### src/rtl/btn_counter_bcd_display.sv
// Push-button up/down counter: synchronise, debounce, count, shift-add-3 to BCD, 7-segment out.
// Optional hold-to-repeat events are built when COUNTER_AUTO_REPEAT_EN is defined.
module btn_counter_bcd_display #(
  parameter int N          = 6,
  parameter int DIGITS     = 2,
  parameter int DEB_CYCLES = 4,
  parameter int WRAP       = 0,
  parameter int RPT_DELAY  = 16,
  parameter int RPT_PERIOD = 8
) (
  input  logic                  clk,
  input  logic                  btn_reset,
  input  logic                  btn_increment,
  input  logic                  btn_decrement,
  output logic [N-1:0]          count,
  output logic [7*DIGITS-1:0]   seg,
  output logic                  busy
);

  localparam int DW   = (DEB_CYCLES > 1) ? $clog2(DEB_CYCLES) : 1;
  localparam int BW   = $clog2(N + 1);
  localparam int BCDW = 4 * DIGITS;
  localparam logic [N-1:0] MAX_CNT = {N{1'b1}};

  typedef enum logic [1:0] {
    IDLE  = 2'b00,
    SHIFT = 2'b01,
    LOAD  = 2'b10
  } state_t;

  if (N < 1 || DIGITS < 1 || DEB_CYCLES < 1) begin : g_bad_cfg
    $error("btn_counter_bcd_display: N, DIGITS and DEB_CYCLES must be >= 1");
  end
  if (10 ** DIGITS <= 2 ** N - 1) begin : g_bad_digits
    $error("btn_counter_bcd_display: DIGITS too small for N");
  end
  if (RPT_DELAY < 1 || RPT_PERIOD < 1) begin : g_bad_rpt
    $error("btn_counter_bcd_display: RPT_DELAY and RPT_PERIOD must be >= 1");
  end

  function automatic logic [6:0] seg7(input logic [3:0] d);
    logic [6:0] p;
    case (d)
      4'd0:    p = 7'b0000001;
      4'd1:    p = 7'b1001111;
      4'd2:    p = 7'b0010010;
      4'd3:    p = 7'b0000110;
      4'd4:    p = 7'b1001100;
      4'd5:    p = 7'b0100100;
      4'd6:    p = 7'b0100000;
      4'd7:    p = 7'b0001111;
      4'd8:    p = 7'b0000000;
      4'd9:    p = 7'b0000100;
      default: p = 7'b0000001;
    endcase
    return p;
  endfunction

  function automatic logic [7*DIGITS-1:0] encode_all(input logic [BCDW-1:0] b);
    logic [7*DIGITS-1:0] r;
    r = {(7*DIGITS){1'b1}};
    for (int i = 0; i < DIGITS; i++) begin
      r[7*i +: 7] = seg7(b[4*i +: 4]);
    end
    return r;
  endfunction

  function automatic logic [BCDW-1:0] add3_all(input logic [BCDW-1:0] v);
    logic [BCDW-1:0] r;
    r = v;
    for (int i = 0; i < DIGITS; i++) begin
      if (v[4*i +: 4] >= 4'd5) begin
        r[4*i +: 4] = v[4*i +: 4] + 4'd3;
      end else begin
        r[4*i +: 4] = v[4*i +: 4];
      end
    end
    return r;
  endfunction

  // Bit 0 is the increment button, bit 1 the decrement button.
  logic [1:0]          btn_raw_s;
  logic [1:0]          sync1_q, sync2_q;
  logic [1:0]          deb_q, deb_d, deb_prev_q;
  logic [1:0][DW-1:0]  deb_cnt_q, deb_cnt_d;
  logic [1:0]          press_s, evt_s;

  logic [N-1:0]        count_q, count_d;
  state_t              state_q, state_d;
  logic                pending_q, pending_d, pending_base_s;
  logic [N-1:0]        shreg_q, shreg_d;
  logic [BCDW-1:0]     bcd_q, bcd_d, bcd_adj_s;
  logic [BW-1:0]       bit_cnt_q, bit_cnt_d;
  logic [7*DIGITS-1:0] seg_q, seg_d;
  logic                busy_q, busy_d;

  assign btn_raw_s = {btn_decrement, btn_increment};
  assign press_s   = deb_prev_q & ~deb_q;
  assign bcd_adj_s = add3_all(bcd_q);

  // Debounce: count consecutive cycles where the synchronised level disagrees.
  always_comb begin
    deb_d     = deb_q;
    deb_cnt_d = {(2*DW){1'b0}};
    for (int b = 0; b < 2; b++) begin
      if (sync2_q[b] == deb_q[b]) begin
        deb_cnt_d[b] = {DW{1'b0}};
      end else if (deb_cnt_q[b] == DW'(DEB_CYCLES - 1)) begin
        deb_d[b]     = ~deb_q[b];
        deb_cnt_d[b] = {DW{1'b0}};
      end else begin
        deb_cnt_d[b] = deb_cnt_q[b] + DW'(1);
      end
    end
  end

`ifdef COUNTER_AUTO_REPEAT_EN
  localparam int RMAX = (RPT_DELAY > RPT_PERIOD) ? RPT_DELAY : RPT_PERIOD;
  localparam int RW   = $clog2(RMAX + 1);

  logic [1:0][RW-1:0] rpt_cnt_q, rpt_cnt_d;
  logic [1:0]         rpt_phase_q, rpt_phase_d, rpt_s;

  // Hold timer: first repeat after RPT_DELAY held cycles, then every RPT_PERIOD.
  always_comb begin
    rpt_cnt_d   = {(2*RW){1'b0}};
    rpt_phase_d = 2'b00;
    rpt_s       = 2'b00;
    for (int b = 0; b < 2; b++) begin
      if (deb_q[b] || press_s[b]) begin
        rpt_cnt_d[b]   = {RW{1'b0}};
        rpt_phase_d[b] = 1'b0;
      end else if (!rpt_phase_q[b]) begin
        if (rpt_cnt_q[b] == RW'(RPT_DELAY - 1)) begin
          rpt_s[b]       = 1'b1;
          rpt_phase_d[b] = 1'b1;
          rpt_cnt_d[b]   = {RW{1'b0}};
        end else begin
          rpt_phase_d[b] = 1'b0;
          rpt_cnt_d[b]   = rpt_cnt_q[b] + RW'(1);
        end
      end else begin
        rpt_phase_d[b] = 1'b1;
        if (rpt_cnt_q[b] == RW'(RPT_PERIOD - 1)) begin
          rpt_s[b]     = 1'b1;
          rpt_cnt_d[b] = {RW{1'b0}};
        end else begin
          rpt_cnt_d[b] = rpt_cnt_q[b] + RW'(1);
        end
      end
    end
  end

  // Repeat timer state.
  always_ff @(posedge clk) begin
    if (!btn_reset) begin
      rpt_cnt_q   <= {(2*RW){1'b0}};
      rpt_phase_q <= 2'b00;
    end else begin
      rpt_cnt_q   <= rpt_cnt_d;
      rpt_phase_q <= rpt_phase_d;
    end
  end

  assign evt_s = press_s | rpt_s;
`else
  assign evt_s = press_s;
`endif

  // Counter update; simultaneous inc and dec events cancel.
  always_comb begin
    count_d = count_q;
    if (evt_s[0] && !evt_s[1]) begin
      if (count_q != MAX_CNT) begin
        count_d = count_q + N'(1);
      end else if (WRAP != 0) begin
        count_d = {N{1'b0}};
      end else begin
        count_d = count_q;
      end
    end else if (evt_s[1] && !evt_s[0]) begin
      if (count_q != {N{1'b0}}) begin
        count_d = count_q - N'(1);
      end else if (WRAP != 0) begin
        count_d = MAX_CNT;
      end else begin
        count_d = count_q;
      end
    end else begin
      count_d = count_q;
    end
  end

  // Conversion FSM; a count change at any time re-arms pending.
  always_comb begin
    state_d        = state_q;
    pending_base_s = pending_q;
    shreg_d        = shreg_q;
    bcd_d          = bcd_q;
    bit_cnt_d      = bit_cnt_q;
    seg_d          = seg_q;
    case (state_q)
      IDLE: begin
        if (pending_q) begin
          state_d        = SHIFT;
          shreg_d        = count_q;
          bcd_d          = {BCDW{1'b0}};
          bit_cnt_d      = {BW{1'b0}};
          pending_base_s = 1'b0;
        end else begin
          state_d = IDLE;
        end
      end
      SHIFT: begin
        bcd_d     = {bcd_adj_s[BCDW-2:0], shreg_q[N-1]};
        shreg_d   = shreg_q << 1;
        bit_cnt_d = bit_cnt_q + BW'(1);
        if (bit_cnt_q == BW'(N - 1)) begin
          state_d = LOAD;
        end else begin
          state_d = SHIFT;
        end
      end
      LOAD: begin
        seg_d   = encode_all(bcd_q);
        state_d = IDLE;
      end
      default: begin
        state_d = IDLE;
      end
    endcase
    pending_d = (count_d != count_q) ? 1'b1 : pending_base_s;
    busy_d    = (state_d == SHIFT);
  end

  // All state registers; reset abandons any conversion in flight.
  always_ff @(posedge clk) begin
    if (!btn_reset) begin
      sync1_q    <= 2'b11;
      sync2_q    <= 2'b11;
      deb_q      <= 2'b11;
      deb_prev_q <= 2'b11;
      deb_cnt_q  <= {(2*DW){1'b0}};
      count_q    <= MAX_CNT;
      state_q    <= IDLE;
      pending_q  <= 1'b1;
      shreg_q    <= {N{1'b0}};
      bcd_q      <= {BCDW{1'b0}};
      bit_cnt_q  <= {BW{1'b0}};
      seg_q      <= {(7*DIGITS){1'b1}};
      busy_q     <= 1'b0;
    end else begin
      sync1_q    <= btn_raw_s;
      sync2_q    <= sync1_q;
      deb_q      <= deb_d;
      deb_prev_q <= deb_q;
      deb_cnt_q  <= deb_cnt_d;
      count_q    <= count_d;
      state_q    <= state_d;
      pending_q  <= pending_d;
      shreg_q    <= shreg_d;
      bcd_q      <= bcd_d;
      bit_cnt_q  <= bit_cnt_d;
      seg_q      <= seg_d;
      busy_q     <= busy_d;
    end
  end

  assign count = count_q;
  assign seg   = seg_q;
  assign busy  = busy_q;

endmodule

### config.mk
export PLATFORM = sky130hd
export DESIGN_NAME = btn_counter_bcd_display
export DESIGN_NICKNAME = d
export VERILOG_FILES = /design/src/rtl/btn_counter_bcd_display.sv
export SDC_FILE = /design/constraint.sdc
export NUM_CORES = 1
export LEC_CHECK = 0
export ABC_AREA = 1
export CORE_AREA = 4 4 85 67
export CTS_CLUSTER_SIZE = 28
export DETAILED_ROUTE_END_ITERATION = 6
export DIE_AREA = 0 0 89 71
export HOLD_SLACK_MARGIN = 0.03
export MAX_ROUTING_LAYER = met4
export PLACE_DENSITY = 0.8
export SLEW_MARGIN = 5
export SYNTH_ARGS = -nofsm -noshare
export SYNTH_HDL_FRONTEND = slang
export SYNTH_SLANG_ARGS = --single-unit
### constraint.sdc
create_clock -name clk -period 1.6 [get_ports clk]
set_input_delay 0.16 -clock clk [delete_from_list [all_inputs] [get_ports clk]]
set_output_delay 0.16 -clock clk [all_outputs]
set_load 0.01 [all_outputs]
## Yosys cells after proc, flatten, opt, wreduce, memory -nomap -nowiden

Memory sizes are Yosys's and may differ from the RTL's. A register that Yosys moved wholly into a read port is not among the register bits.
Index checks and enable logic that the tools add are counted.

| operators by class | value |
|---|---|
| add/subtract/negate cells | 7 |
| multipliers | 0 |
| divide/modulo/power cells | 0 |
| magnitude comparators | 2 |
| equality and inequality tests | 11 |
| shift operators | 0 |
| muxes and demuxes | 15 |
| bitwise logic cells | 7 |
| reductions and logical operators | 15 |

Operators by type and width:

| kind | number |
|---|---|
| two-way mux 6 bit | 5 |
| one-hot mux 8 bit (2 select lines) | 1 |
| one-hot mux 6 bit (2 select lines) | 1 |
| greater-or-equal comparator 4 x 3 -> 1 bit (second input constant) | 2 |
| two-way mux 8 bit | 1 |
| adder 6 x 1 -> 6 bit (second input constant) | 1 |
| equality test 2 bit (second input constant) | 3 |
| two-way mux 3 bit | 2 |
| inequality test 6 bit | 1 |
| inequality test 6 bit (second input constant) | 1 |
| one-hot mux 3 bit (2 select lines) | 1 |
| AND reduction 2 bit | 3 |
| nonzero test 6 bit | 1 |
| OR reduction 3 bit | 2 |
| subtractor 6 x 1 -> 6 bit (second input constant) | 1 |
| inverter 1 bit | 5 |
| adder 2 x 1 -> 2 bit (second input constant) | 2 |
| adder 4 x 2 -> 4 bit (second input constant) | 1 |
| equality test 2 x 1 -> 1 bit (second input constant) | 2 |
| logical NOT 1 bit | 4 |
| two-way mux 4 bit | 1 |
| one-hot mux 2 bit (2 select lines) | 1 |
| adder 3 x 1 -> 3 bit (second input constant) | 1 |
| adder 3 x 2 -> 3 bit (second input constant) | 1 |
| 11 further kinds | 13 |

| word-level totals | value |
|---|---|
| bits in registers | 39 |
| bits in latches | 0 |
| memory bits (writable) | 0 |
| bits in read-only memories | 224 |
| bits of input ports | 4 |
| output and inout port bits | 21 |
| logic and storage cells | 73 |
| memories | 2 |

Memory list:

| name | words | bits a word | read ports | clocked after Yosys merged registers in | write ports | RTL line | source |
|---|---|---|---|---|---|---|---|
| (no name shown) | 16 | 7 | 1 | 1 | 0 | 43 | `case (d)` |
| (no name shown) | 16 | 7 | 1 | 1 | 0 | 43 |  |

## Longest topological paths before layout

Gate-level depths: netlist (run 1).

| logic depth | value |
|---|---|
| depth after elaboration | 8 |
| gate-level depth with buffers | 11 |
| gate-level depth less buffers | 10 |

## Worst setup path after synthesis (run 1)

No wires, ideal clock.

| timing | value |
|---|---|
| kind | register to register |
| from | register count_q[0], in the netlist count[0] |
| to | register count_q[0], in the netlist count[0] |
| data arrival time | 1.257 ns |
| path slack | 0.218 ns |
| stages on the path, launching flop included | 11 |
| buffers on the path | 0 |
| clock period less this slack | 1.382 ns |
| cell sequence | dfxtp_1 -> inv_1 -> ha_1 -> nand3_2 -> nand2_1 -> nand2_1 -> nand2_1 -> nand2_1 -> nand2_1 -> nand2_1 -> nand2_1 |

| between the ends | value |
|---|---|
| cells in the longest elaborated chain, start to end | 4 |

RTL lines:

| element | RTL line | source |
|---|---|---|
| start: declaration | 88 | `logic [N-1:0] count_q, count_d;` |
| start signal: assignment | 258 | `count_q <= count_d;` |
| subtractor 6 x 1 -> 6 bit / nonzero test 6 bit (equally long branches) | 183, 182 |  |
| two-way mux 6 bit | 182 | `if (count_q != {N{1'b0}}) begin` |
| two-way mux 6 bit | 181 | `end else if (evt_s[1] && !evt_s[0]) begin` |
| two-way mux 6 bit * | 173 | `if (evt_s[0] && !evt_s[1]) begin` |

Every way passes the cells marked *; elsewhere a longest branch is shown, timed or not.
A chain may end at the register's enable or synchronous reset.

## Final worst setup path (run 1)

| timing | value |
|---|---|
| from | register count_q[3], in the netlist count[3] |
| to | output count[3] |

RTL lines:

| element | RTL line | source |
|---|---|---|
| end: declaration | 15 | `output logic [N-1:0] count,` |

No word-level cell between the ends.

==> results.json, run 1 <==
{
  "status": "finished, final reports clean",
  "path_clk_slew_ps": 110,
  "fp.dieH_um": 71,
  "rows": 22,
  "syn_inst": 356,
  "max_slew.worst_pin.slew_ps": 465,
  "cp-start-kind": "flip-flop",
  "cp.required_ps": 1440,
  "setup_slack_ps": 95.0,
  "grt_overflow": 0,
  "power_uw": 2370,
  "maxSlewViolCount": 0,
  "rsz0062_at_grt": "false",
  "min_path_type": "in -> reg",
  "yosys_warnings": 0,
  "skew_ps": 12.4,
  "ctsResizeCount": 2,
  "syn_area_per_cell_um2": 7.50,
  "tns_ps": 0,
  "clk_path_buf_depth": 2,
  "worstSetupEndpointType": "output port",
  "cp_top_family": "buffers and inverters",
  "leakage_uw": 0.00139,
  "fin_nets": 403,
  "finalCriticalPeriod_ps": 1510,
  "fin_crit_sh": 0.941,
  "worstPathCellList": "clkdlybuf4s50_1",
  "antenna_found_initial": 0,
  "diodes": 0,
  "grt_pass1_vias": 2159,
  "clk_latency_ps": 310,
  "vias_per_cell": 5.35,
  "path_class": "reg -> out",
  "syn-cell-area_mm2": 0.00267,
  "irDropWorstVdd_mv": 0.554,
  "cts_buffers": 5,
  "ctsHoldBuffers": 0,
  "cpPeakStageDelay_ps": 580,
  "setup_viol": 0,
  "crit_buf_inv": 1,
  "drive_gt1_frac": 0.133,
  "finalHoldViolCount": 0,
  "yosysSeqAreaShare": 0.398,
  "core_area_mm2": 0.00482,
  "die_area_mm2": 0.00632,
  "synth_seq_cells": 53,
  "die_x_um": 89,
  "cts_max_level": 2,
  "hpwl_um": 4160,
  "cts_tree": "yes",
  "drt_first_iter_violations": 184,
  "initial_core_util": 0.554,
  "grt_max_degree": 19,
  "cts_setup_buffers": 0,
  "syn_nets": 377,
  "vias": 2370,
  "cts_num_sinks": 53,
  "power_density_mw_per_mm2": 769,
  "clock-root-buffer": "clkbuf_8",
  "wl_um": 5640,
  "netlist-cell-type-count": 37,
  "max_freq_mhz": 664,
  "rrSetupSlack_ps": 130,
  "gp_congestion": 0.927,
  "port_buffers": 24,
  "area_growth_pct": 15.7,
  "route.detailed.drc": 0,
  "critPathMaxFanout": 7,
  "track_usage": 0.190,
  "io_pins": 25,
  "maxCapViolations": 0,
  "first_pass_iters": 4,
  "ant_nets": 0,
  "crit_slowest_cell": "clkdlybuf4s50_1",
  "pre_cts_ws_ps": 71.8,
  "wl_per_cell_um": 12.7,
  "grt_pass1_wl_um": 9590,
  "arrival_ps": 1350,
  "slew-limit-headroom": 0.690
}
==> metal layers <==
| layer | GRT usage | part of all wire | up-vias |
|---|---|---|---|
| met5 | - | 0 | - |
| met4 | 0.0397 | 0.0078 | 0 |
| met3 | 0.0361 | 0.050 | 5 |
| met2 | 0.280 | 0.43 | 56 |
| met1 | 0.270 | 0.51 | 1079 |
| li1 | - | - | 1230 |
==> layout make-up <==
type,count,area [µm²]
Clock buffer,5,68.8
Multi-Input combinational cell,255,1390
Clock inverter,3,25.0
Sequential cell,53,1070
Tap cell,60,75.1
Timing Repair Buffer,33,320
Inverter,34,131
Fill cell,424,1730
==> cells by family after synthesis <==
logic type,after synthesis,synth area share
DFF,53,0.398
xor gates and xnor gates,4,0.0131
AOI/OAI and AO/OA,84,0.177
adders and majority gates,17,0.0797
buffers and inverters,48,0.0802
and+or+nand+nor,150,0.253
==> cell usage after synthesis, drive strengths merged <==
| cell type | number | area [µm²] |
|---|---|---|
| nand2 | 88 | 340 |
| o311ai | 2 | 17.5 |
| dfxtp | 53 | 1060 |
| o32ai | 1 | 8.76 |
| o31ai | 2 | 15.0 |
| xnor2 | 1 | 8.76 |
| buf | 6 | 48.8 |
| o2111ai | 1 | 8.76 |
| ha | 17 | 213 |
| clkbuf | 8 | 33.8 |
| inv | 33 | 126 |
| or2 | 7 | 43.8 |
| a31oi | 5 | 31.3 |
| a21oi | 37 | 185 |
| nor3 | 2 | 15.0 |
| o21ai | 26 | 130 |
| clkinv | 1 | 5.00 |
| nor2 | 29 | 143 |
| nand3 | 22 | 120 |
| xor2 | 3 | 26.3 |
| a211oi | 2 | 15.0 |
| nand4 | 2 | 12.5 |
| a22oi | 1 | 7.51 |
| o211ai | 7 | 52.6 |
==> layout by cell type (no fill, tap or decap), types with 2 or more instances in the layout <==
cell type and n:
nand2_1 86, dfxtp_1 46, a21oi_1 37, clkdlybuf4s50_1 24, nor2_1 23, inv_1 22, o21ai_0 21, nand3_1 20
ha_1 17, inv_2 10, buf_4 8, o211ai_1 7, dfxtp_2 6, o21ai_1 5, a31oi_1 5, clkbuf_8 5
or2_2 4, nor2_2 4, or2_1 3, xor2_1 3, a211oi_1 2, nand3_2 2, nand4_1 2, o31ai_1 2
o311ai_0 2
==> final timing paths <==
kind | from | end | depth (start not counted)
hold / removal | btn_increment | sync1_q[0] | 2
setup / recovery | count[3] | count[3] | 1
setup reg to reg | count[0] | count[5] | 8
hold reg to reg | sync1_q[1] | sync2_q[1] | 1
==> where the power goes <==
part | internal, µW | switching [µW] | total, µW | leakage, µW
Clock | 317 | 471 | 788 | 0.0000447
Sequential | 1360 | 25.6 | 1380 | 0.000431
Combinational | 75.0 | 126 | 201 | 0.000914
==> state kept, by name, indices dropped and copies added, names as in the netlist <==
signal      cells
bit_cnt_q       3
sync2_q         2
sync1_q         2
bcd_q           8
deb_prev_q      2
pending_q       1
state_q         2
deb_q           2
count           6
shreg_q         6
seg            14
deb_cnt_q       4
busy            1
==> metrics by stage <==
| step | util | area [µm²] | hold slack [ps] | std cells |
|---|---|---|---|---|
| 2_1_floorplan | - | 2670 | 260 | 356 |
| 3_3_place_gp | 0.619 | 2980 | 396 | 435 |
| 3_5_place_dp | 0.619 | 2980 | 394 | 435 |
| 4_1_cts | 0.639 | 3080 | 401 | 443 |
| 5_1_grt | 0.641 | 3090 | 389 | 443 |
| 6_report | 0.641 | 3090 | 401 | 443 |
No activity file was read; power rests on OpenSTA's default activity.
==> run 2: changes to the inputs <==
==> constraint.sdc (replaced) <==
create_clock -name clk -period 1.7 [get_ports clk]
set_input_delay 0.17 -clock clk [delete_from_list [all_inputs] [get_ports clk]]
set_output_delay 0.17 -clock clk [all_outputs]
set_load 0.01 [all_outputs]
==> run 2 against run 1 <==
  * Count of clock-buffer cells in the layout is the same
  * Die area stayed put
  * Setup slack improved by 12 ps
  * Flip-flop and latch count unchanged
  * Clock skew down 5.2 ps
  * Clock power is 10% higher
  * Utilization shrank 0.34 points
  * Combinational power fell by 9%
  * Cell area shrank 0.53%
  * Highest routed layer unchanged
==> results.json, run 2 (synthesis results as in run 1) <==
{
  "max_freq_mhz": 628,
  "skew_ps": 7.22,
  "cts_num_sinks": 53,
  "track_usage": 0.189,
  "grt_pass1_wl_um": 9330,
  "hpwl_um": 3920,
  "layout.cells.non_filler": 439,
  "initial_core_util": 0.554,
  "place_inst": 431,
  "clk_path_buf_depth": 2,
  "ant_nets": 0,
  "path_clk_slew_ps": 100,
  "layout_commonest_cell": "nand2_1",
  "drive_gt1_frac": 0.108,
  "clk_latency_ps": 310,
  "cts_buffers": 5,
  "wl_um": 5380,
  "fp.dieH_um": 71,
  "status": "finished, final reports clean",
  "area_growth_pct": 15.0,
  "drt_first_iter_violations": 141,
  "arrival_ps": 1420,
  "die_x_um": 89,
  "cts_setup_buffers": 0,
  "first_pass_iters": 5,
  "diodes": 0,
  "maxCapViolations": 0,
  "fin_nets": 399,
  "maxSlewViolCount": 0,
  "leakage_uw": 0.00138,
  "max_slew.worst_pin.slew_ps": 436,
  "path_class": "reg -> out",
  "cts_max_level": 2,
  "finalCriticalPeriod_ps": 1590,
  "clock-root-buffer": "clkbuf_8",
  "wl_per_cell_um": 12.3,
  "grt_max_degree": 18,
  "grt_overflow": 0,
  "grt_pass1_vias": 2029,
  "crit_slowest_cell": "clkdlybuf4s50_1",
  "worstPathCellList": "clkdlybuf4s50_1",
  "finalHoldViolCount": 0,
  "cp-start-kind": "flip-flop",
  "cp_top_family": "buffers and inverters",
  "antenna_found_initial": 0,
  "vias_per_cell": 5.32,
  "fin_crit_sh": 0.937,
  "critPathMaxFanout": 9,
  "route.detailed.drc": 0,
  "final_cell_mix": "nand2_1 (86), dfxtp_1 (50), a21oi_1 (37), inv_1 (24), clkdlybuf4s50_1 (24)",
  "tns_ps": 0,
  "cp.required_ps": 1530,
  "rows": 22,
  "die_area_mm2": 0.00632,
  "slew-limit-headroom": 0.709,
  "irDropWorstVdd_mv": 0.453,
  "gp_congestion": 0.966,
  "setup_viol": 0,
  "core_area_mm2": 0.00482,
  "largest_reg_flops": 14,
  "min_path_type": "in -> reg",
  "vias": 2335,
  "worstSetupEndpointType": "output port",
  "cts_tree": "yes",
  "io_pins": 25,
  "power_density_mw_per_mm2": 766,
  "rsz0062_at_grt": "false",
  "port_buffers": 24,
  "crit_buf_inv": 1,
  "cpPeakStageDelay_ps": 600
}
==> run 2: changes by cell type in the layout (fill, tap and decap cells not counted), sizes merged <==
cell    before  now
buf          9    5
bufinv       0    1
inv         34   33
==> run 2: per-stage QoR <==
stage	cell area (µm²)	total power (µW)	util	hold WS [ps]	worst slack, ps
global placement	2950	1510	0.613	394	227
finish	3070	2350	0.637	411	107
CTS	3070	2380	0.637	402	87.7
detailed placement	2950	1510	0.613	396	168
global route	3070	2470	0.637	398	12.6
floorplan	2670	1460	-	270	318
==> run 2: where the power goes <==
| group | switching [µW] | leakage, µW | internal [µW] |
|---|---|---|---|
| Combinational | 115 | 0.000894 | 67.4 |
| Clock | 426 | 0.0000543 | 441 |
| Sequential | 24.8 | 0.000431 | 1280 |
| Total | 566 | 0.00138 | 1790 |
==> run 2: cell type report <==
class,count,area (µm²)
Fill cell,407,1750
Multi-Input combinational cell,255,1390
Sequential cell,53,1060
Timing Repair Buffer,29,290
Inverter,34,131
Tap cell,60,75.1
Clock buffer,5,68.8
Clock inverter,3,46.3
==> run 2: path summary, 6_finish.rpt <==
path | start | to | slack [ps] | cells past startpoint
worst max-delay path | count[2] | count[2] | 110 | 1
worst min-delay path | btn_increment | sync1_q[0] | 410 | 2
worst max register to register | bcd_q[4] | bcd_q[6] | 210 | 8
worst min register to register | sync1_q[0] | sync2_q[0] | 420 | 1
==> run 2: repair_timing <==
action / 4_1_cts / 5_1_grt
resized for setup: 2 / 1
endpoints found under the hold margin: 0 / 0
hold buffers: 0 / 0
endpoints found under the setup margin: 2 / 2
==> run 2: metal layers <==
metal  GRT usage  vias to the layer above  part of all wire
met5           -                        -                 0
met4      0.0314                        0            0.0076
met3      0.0559                        5             0.061
met2       0.259                       58              0.42
met1       0.277                     1051              0.52
li1            -                     1221                 -
==> run 3: changes to the inputs <==
--- a/config.mk
+++ b/config.mk
@@ -6,10 +6,10 @@
 export NUM_CORES = 1
 export LEC_CHECK = 0
 export ABC_AREA = 1
-export CORE_AREA = 4 4 85 67
+export CORE_AREA = 2 2 83 65
 export CTS_CLUSTER_SIZE = 28
 export DETAILED_ROUTE_END_ITERATION = 6
-export DIE_AREA = 0 0 89 71
+export DIE_AREA = 0 0 85 67
 export HOLD_SLACK_MARGIN = 0.03
 export MAX_ROUTING_LAYER = met4
 export PLACE_DENSITY = 0.8
==> run 3 against run 2 <==
  * Utilization down 0.62 points
  * Critical path type unchanged
  * Highest routed layer unchanged
  * First-iteration DRC count rose by 37%
  * Register-to-register slack got worse by 40 ps
==> results.json, run 3 (synthesis results as in run 1) <==
{
  "wl_per_cell_um": 12.2,
  "io_pins": 25,
  "max_freq_mhz": 640,
  "fin_nets": 399,
  "rows": 22,
  "port_buffers": 24,
  "fp.dieH_um": 67,
  "place_inst": 431,
  "status": "finished, final reports clean",
  "ctsHoldBuffers": 0,
  "worstPathCellList": "clkdlybuf4s50_1",
  "tns_ps": 0,
  "layout_commonest_cell": "nand2_1",
  "core_area_mm2": 0.00482,
  "cts_tree": "yes",
  "min_path_type": "reg -> reg",
  "irDropWorstVdd_mv": 0.527,
  "dpl-instance-area_mm2": 0.00295,
  "die_area_mm2": 0.00570,
  "route.detailed.drc": 0,
  "max_slew.worst_pin.slew_ps": 422,
  "slew-limit-headroom": 0.718,
  "skew_ps": 8.07,
  "clock-root-buffer": "clkbuf_8",
  "cp-start-kind": "flip-flop",
  "vias": 2325,
  "clk_path_buf_depth": 2,
  "nFillCells": 434,
  "cp.required_ps": 1530,
  "finalHoldViolCount": 0,
  "die_x_um": 85,
  "cts_setup_buffers": 0,
  "cpPeakStageDelay_ps": 600,
  "grt_max_degree": 36,
  "crit_slowest_cell": "clkdlybuf4s50_1",
  "crit_buf_inv": 1,
  "arrival_ps": 1390,
  "clk_latency_ps": 300,
  "critPathMaxFanout": 8,
  "track_usage": 0.202,
  "path_class": "reg -> out",
  "ant_nets": 0,
  "fin_crit_sh": 0.918,
  "cts_max_level": 2,
  "largest_reg_flops": 14,
  "maxSlewViolCount": 0,
  "power_density_mw_per_mm2": 716,
  "vias_per_cell": 5.30,
  "leakage_uw": 0.00137,
  "design_area_mm2": 0.00304,
  "cts_num_sinks": 53,
  "grt_overflow": 0,
  "first_pass_iters": 4,
  "final_cell_mix": "nand2_1 (86), dfxtp_1 (51), a21oi_1 (37), inv_1 (24), clkdlybuf4s50_1 (24)",
  "diodes": 0,
  "worstSetupEndpointType": "output port",
  "maxCapViolations": 0,
  "antenna_found_initial": 0,
  "initial_core_util": 0.554,
  "gp_congestion": 0.884,
  "layout.cells.non_filler": 439,
  "wl_um": 5350,
  "cp_top_family": "buffers and inverters",
  "cts_buffers": 5,
  "area_growth_pct": 13.9,
  "path_clk_slew_ps": 90,
  "drive_gt1_frac": 0.106,
  "grt_pass1_vias": 2067,
  "ctsResizeCount": 2,
  "hpwl_um": 3920,
  "finalCriticalPeriod_ps": 1560,
  "setup_viol": 0,
  "drt_first_iter_violations": 193,
  "grt_pass1_wl_um": 9180,
  "rsz0062_at_grt": "false"
}
[run 3: cell types whose count changed in the layout (fill, tap and decap cells not counted), sizes merged]
cell | previous run | this run
bufinv | 1 | 0
clkinv | 2 | 3
[run 3: final timing paths]
kind / start / to / slack [ps] / cells after the start
max: count[0] / count[0] / 140 / 1
min: sync1_q[0] / sync2_q[0] / 420 / 1
max reg2reg: count[0] / count[1] / 170 / 6
min reg2reg: sync1_q[0] / sync2_q[0] / 420 / 1
[run 3: area by class of cell]
| class | count | area (µm²) | area share |
|---|---|---|---|
| timing repair buffer | 29 | 290 | 0.0955 |
| inverter | 34 | 131 | 0.0432 |
| tap | 60 | 75.1 | 0.0247 |
| multi-input combinational | 255 | 1390 | 0.458 |
| sequential | 53 | 1060 | 0.350 |
| clock buffer | 5 | 68.8 | 0.0226 |
| clock inverter | 3 | 17.5 | 0.00576 |
[run 3: stage by stage]
| step | total power (µW) | setup WS, ps | utilization | hold slack (ps) |
|---|---|---|---|---|
| floorplan | 1460 | 318 | - | 270 |
| global placement | 1510 | 227 | 0.613 | 392 |
| detailed placement | 1510 | 216 | 0.613 | 399 |
| CTS | 2200 | 131 | 0.631 | 423 |
| global route | 2270 | 14.9 | 0.631 | 436 |
| finish | 2180 | 139 | 0.631 | 420 |
[run 3: power breakdown]
part | internal [µW] | switching (µW)
registers | 1280 | 26.2
clock network | 285 | 406
logic | 66.4 | 115
[run 3: routing by layer]
layer	GRT usage	wire length, µm	vias up
met5	-	0	-
met4	0.0238	19	0
met3	0.0384	239	5
met2	0.322	2310	43
met1	0.276	2780	1058
li1	-	-	1219
